**config.mk**
```make
export PLATFORM = sky130hd
export DESIGN_NAME = controlador_nivel
export DESIGN_NICKNAME = d
export VERILOG_FILES = /design/src/rtl/controlador_nivel.sv
export SDC_FILE = /design/constraint.sdc
export NUM_CORES = 1
export LEC_CHECK = 0
export ABC_AREA = 0
export CORE_AREA = 2 2 64 66
export CTS_BUF_LIST = sky130_fd_sc_hd__clkbuf_8
export CTS_CLUSTER_DIAMETER = 30
export CTS_CLUSTER_SIZE = 8
export DETAILED_ROUTE_END_ITERATION = 8
export DIE_AREA = 0 0 66 68
export GPL_TIMING_DRIVEN = 1
export MAX_ROUTING_LAYER = met4
export PLACE_DENSITY_LB_ADDON = 0.15
export SLEW_MARGIN = 20
export SYNTH_ARGS = -nofsm -noshare
export SYNTH_HDL_FRONTEND = slang
export SYNTH_SLANG_ARGS = --single-unit
```
**constraint.sdc**
```tcl
create_clock -name clk -period 4.35 [get_ports clk]
set_input_delay 1.0875 -clock clk [delete_from_list [all_inputs] [get_ports clk]]
set_output_delay 1.0875 -clock clk [all_outputs]
set_load 0.005 [all_outputs]
```
**src/rtl/controlador_nivel.sv**
```systemverilog
// rtl/controlador_nivel.sv - fill/empty level sequencer for the 7-row LED level display
module controlador_nivel #(
  parameter int DIV = 25000000
) (
  input  logic       clk,
  input  logic       reset,
  input  logic       enche,
  input  logic       esvazia,
  input  logic       parar,
  output logic [6:0] linha_encher,
  output logic [6:0] linha_esvaziar,
  output logic       sel,
  output logic [2:0] nivel,
  output logic       cheio,
  output logic       vazio,
  output logic       ocupado
);

  localparam int CW = $clog2(DIV);

  typedef enum logic [1:0] {
    REPOUSO    = 2'd0,
    ENCHENDO   = 2'd1,
    ESVAZIANDO = 2'd2
  } estado_t;

  logic [CW-1:0] r_cnt;
  logic          w_tick;
  logic          r_pisca;
  estado_t       r_estado;
  logic [2:0]    r_nivel;
  logic          r_sel;
  logic          r_ocupado;
  logic [7:0]    w_therm8;
  logic [6:0]    w_therm;

  assign w_tick = (r_cnt == CW'(DIV - 1));

  // Free-running prescaler; never realigned when a fill or empty starts.
  always_ff @(posedge clk) begin
    if (reset) begin
      r_cnt <= '0;
    end else if (w_tick) begin
      r_cnt <= '0;
    end else begin
      r_cnt <= r_cnt + CW'(1);
    end
  end

  // Blink phase flips on every tick, in every state.
  always_ff @(posedge clk) begin
    if (reset) begin
      r_pisca <= 1'b0;
    end else if (w_tick) begin
      r_pisca <= ~r_pisca;
    end
  end

  // Sequencer: level steps on ticks, stops at the limits or on abort; sel/ocupado follow the state.
  always_ff @(posedge clk) begin
    if (reset) begin
      r_estado  <= REPOUSO;
      r_nivel   <= 3'd0;
      r_sel     <= 1'b0;
      r_ocupado <= 1'b0;
    end else begin
      case (r_estado)
        REPOUSO: begin
          if (enche && !esvazia && r_nivel != 3'd7) begin
            r_estado  <= ENCHENDO;
            r_sel     <= 1'b0;
            r_ocupado <= 1'b1;
          end else if (esvazia && !enche && r_nivel != 3'd0) begin
            r_estado  <= ESVAZIANDO;
            r_sel     <= 1'b1;
            r_ocupado <= 1'b1;
          end
        end
        ENCHENDO: begin
          if (parar) begin
            r_estado  <= REPOUSO;
            r_ocupado <= 1'b0;
          end else if (w_tick && r_nivel != 3'd7) begin
            r_nivel <= r_nivel + 3'd1;
            if (r_nivel == 3'd6) begin
              r_estado  <= REPOUSO;
              r_ocupado <= 1'b0;
            end
          end
        end
        ESVAZIANDO: begin
          if (parar) begin
            r_estado  <= REPOUSO;
            r_sel     <= 1'b0;
            r_ocupado <= 1'b0;
          end else if (w_tick && r_nivel != 3'd0) begin
            r_nivel <= r_nivel - 3'd1;
            if (r_nivel == 3'd1) begin
              r_estado  <= REPOUSO;
              r_sel     <= 1'b0;
              r_ocupado <= 1'b0;
            end
          end
        end
        default: begin
          r_estado  <= REPOUSO;
          r_sel     <= 1'b0;
          r_ocupado <= 1'b0;
        end
      endcase
    end
  end

  // Row patterns decoded from registers only: thermometer plus the blinking row.
  always_comb begin
    w_therm8       = (8'd1 << r_nivel) - 8'd1;
    w_therm        = w_therm8[6:0];
    linha_encher   = w_therm;
    linha_esvaziar = w_therm;
    if (r_estado == ENCHENDO && r_nivel != 3'd7) begin
      linha_encher[r_nivel] = r_pisca;
    end
    if (r_estado == ESVAZIANDO && r_nivel != 3'd0) begin
      linha_esvaziar[r_nivel - 3'd1] = r_pisca;
    end
  end

  assign sel     = r_sel;
  assign ocupado = r_ocupado;
  assign nivel   = r_nivel;
  assign cheio   = (r_nivel == 3'd7);
  assign vazio   = (r_nivel == 3'd0);

endmodule
```
==> flow_metrics.env <==
export IMPL_cts_sinks=33
export IMPL_synth_top_area_share_pct=30.73
export IMPL_fin_cells=342
export IMPL_p_switching_w=0.0001550
export IMPL_switching_share_pct=24.02
export IMPL_slew_headroom_pct=50.69
export IMPL_postRouteAntennaNets=0
export IMPL_die_h_um=68
export IMPL_fin_nets=305
export IMPL_postSynthCellCount=267
export IMPL_grt_pass1_wl_um=7741
export IMPL_antenna_found_initial=0
export IMPL_yosys_warnings=0
export IMPL_crit_fanout=9
export IMPL_maxCapViolCount=0
export IMPL_combPwrFrac_pct=11.4
export IMPL_dr_pass1_iters=4
export IMPL_min_from="r_cnt[0]$_SDFF_PP0_"
export IMPL_vias_per_cell=5.649
export IMPL_synth_seq_cells=33
export IMPL_routedWlPerCell_um=13.67
export IMPL_period_share_pct=93.96
export IMPL_setup_viol=0
export IMPL_ys_types=47
export IMPL_h_tree_depth=2
export IMPL_dieArea_mm2=0.004488
export IMPL_tns_ps=0
export IMPL_final_hold_viol_count=0
export IMPL_synthFlopType="dfxtp_1"
export IMPL_detailroute_via_count=1932
export IMPL_io_pins=26
export IMPL_drt_initial_drc_count=158
export IMPL_io_buffers=25
export IMPL_cts_buffers=5
export IMPL_powerDensity_mw_per_mm2=253.3
export IMPL_cts_root_buf="clkbuf_8"
export IMPL_syn_avg_cell_area_um2=8.051
export IMPL_status="complete, no violations"
export IMPL_timing_fmax_mhz=244.7
export IMPL_grt_max_degree=25
export IMPL_worst_pin_slew_ps=733.6
export IMPL_die_x_um=66
export IMPL_p_leak_nw=0.8953
export IMPL_grt_pass1_vias=1752
export IMPL_num_antenna_cells=0
export IMPL_start_util_pct=55.74
export IMPL_cts_max_path_buffers=2
export IMPL_startpoint_type="flip-flop"
export IMPL_synth_nets=281
export IMPL_synth_common_cells="41 x nor2_1, 33 x dfxtp_1, 23 x nand2_1, 18 x xor2_1"
export IMPL_route_detailed_drc=0
export IMPL_reg2reg_slack_ps=1810
export IMPL_post_cts_buffers=0
export IMPL_period_minus_slack_ps=4087
export IMPL_cp_required_ps=3260
export IMPL_endpoint_kind="output port"
export IMPL_synth_area_mm2=0.002150
export IMPL_synth_most_common_cell="nor2_1"
export IMPL_synth_enable_flop_cells=0
export IMPL_finClkSkew_ps=9.748
export IMPL_slew_violations=0
export IMPL_grt_usage_pct=23.04
export IMPL_hold_end="r_cnt[0]$_SDFF_PP0_"
export IMPL_seqPwrFrac_pct=49.9
export IMPL_place_inst=334
export IMPL_hold_depth=1
export IMPL_synth_top_area_cell="dfxtp_1"
export IMPL_clk_pin_slew_ps=70
export IMPL_setup_worst_path_class="reg2out"
export IMPL_rows=23
export IMPL_core_mm2=0.003856
export IMPL_overflow=0
export IMPL_irDropWorstVdd_v=0.0002541
export IMPL_p_clk_share_pct=38.8
export IMPL_r2r_end="ocupado$_SDFFE_PP0P_"
export IMPL_yosysSeqAreaShare_pct=30.73
export IMPL_synth_area_top_cells="dfxtp_1 31%, xor2_1 7.3%, nor2_1 7.2%"
export IMPL_wirelength_um=4674
export IMPL_p_int_w=0.0004905
export IMPL_cts_tree="yes"
export IMPL_rsz0062_at_grt="no"
export IMPL_rr_startpoint="nivel[0]$_SDFFE_PP0P_"
export IMPL_dpl_hpwl_um=3359
export IMPL_drive_gt1_share_pct=8.562
export IMPL_hp_class="reg2reg"
export IMPL_worst_endpoint_arrival_ps=3000
export IMPL_syn_to_final_growth_pct=18.57
export IMPL_insertion_delay_ps=280
export IMPL_worst_r2r_cell_count=8
export IMPL_async_flop_share_pct=0
export IMPL_gp_congestion=0.9592
[power groups by stage]
stage / Combinational, W / Sequential (W) / Clock (W)
finish: 0.0000733 / 0.000322 / 0.000250
global route: 0.0000805 / 0.000323 / 0.000269
CTS: 0.0000732 / 0.000322 / 0.000257
detailed placement: 0.0000728 / 0.000329 / 0
global placement: 0.0000716 / 0.000329 / 0
floorplan: 0.0000473 / 0.000327 / 0
[cell type report]
type,instances,area [um2]
Multi-Input combinational cell,216,1424
Clock buffer,7,96.34
Inverter,7,26.28
Sequential cell,33,661.9
Fill cell,340,1308
Clock inverter,1,5.005
Timing Repair Buffer,28,272.8
Tap cell,50,62.56
[critical path, stage by stage (launching register included)]
cell,delay (ps)
dfxtp_1,440
inv_1,150
ha_1,360
nand2b_4,150
ha_1,250
nand2b_1,150
o311ai_0,370
o31ai_1,160
a31oi_1,170
a41oi_1,60
clkdlybuf4s50_1,470
[state kept, by name, summed over array words and instances (netlist names)]
signal / flops
nivel: 3
sel: 1
r_pisca: 1
r_estado: 2
ocupado: 1
r_cnt: 25
[cell families after synthesis]
group	Yosys count	synth area share [%]
buffers and inverters	18	3.376
AO/OA/AOI/OAI	30	9.547
AND/OR/NAND/NOR	136	33.59
flip-flops	33	30.73
multiplexers	9	4.482
adder cells (fa/ha/maj)	9	5.239
XOR/XNOR	32	13.04
[cell usage in the layout (no fill, tap or decap), types with 2 or more instances in the layout]
cell type / count
nor2_1: 41
dfxtp_1: 32
clkdlybuf4s50_1: 25
nand2_1: 23
xor2_1: 18
xnor2_1: 14
nand3_1: 14
nor3_1: 14
nand4_1: 11
a21oi_1: 10
ha_1: 9
clkbuf_8: 7
inv_1: 5
mux2_2: 5
o21ai_0: 5
nor4_1: 4
mux2i_1: 4
nand2b_1: 4
nor2b_1: 4
and3_1: 4
buf_4: 3
clkinv_1: 2
o31ai_1: 2
o311ai_0: 2
or4b_1: 2
or3b_2: 2
nor4b_1: 2
nor4_2: 2
[worst max-delay path by stage]
stage,from,to,cells past startpoint
CTS,nivel[1]$_SDFFE_PP0P_,linha_encher[6],10
detailed placement,nivel[1]$_SDFFE_PP0P_,linha_encher[6],10
global placement,nivel[1]$_SDFFE_PP0P_,linha_encher[6],10
global route,nivel[0]$_SDFFE_PP0P_,linha_encher[6],10
finish,nivel[0]$_SDFFE_PP0P_,linha_encher[6],10
floorplan,nivel[0]$_SDFFE_PP0P_,linha_encher[6],11
[through the flow]
| stage | utilization [%] | power (W) | hold slack [ps] | area (um2) | worst slack (ps) |
|---|---|---|---|---|---|
| 2_1_floorplan | - | 0.0003746 | 441.2 | 2150 | 900.0 |
| 3_3_place_gp | 63.24 | 0.0004005 | 465.4 | 2439 | 558.8 |
| 3_5_place_dp | 63.24 | 0.0004014 | 486.3 | 2439 | 383.1 |
| 4_1_cts | 65.87 | 0.0006520 | 496.8 | 2540 | 83.74 |
| 5_1_grt | 66.09 | 0.0006733 | 507.0 | 2549 | 21.47 |
| 6_report | 66.09 | 0.0006456 | 492.3 | 2549 | 262.6 |
[timing repair]
item / CTS / global route
endpoints found under the setup margin: 0 / 4
resized for setup: 0 / 2
hold buffers: 0 / 0
[metal layers]
layer  share of wire, %  routed length [um]  global-route usage (%)
met5                  0                   0                       -
met4                1.7                  80                   9.439
met3                4.3                 202                   5.263
met2                 50                2338                   40.78
met1                 44                2052                   25.15
(Power assumes the default switching activity.)
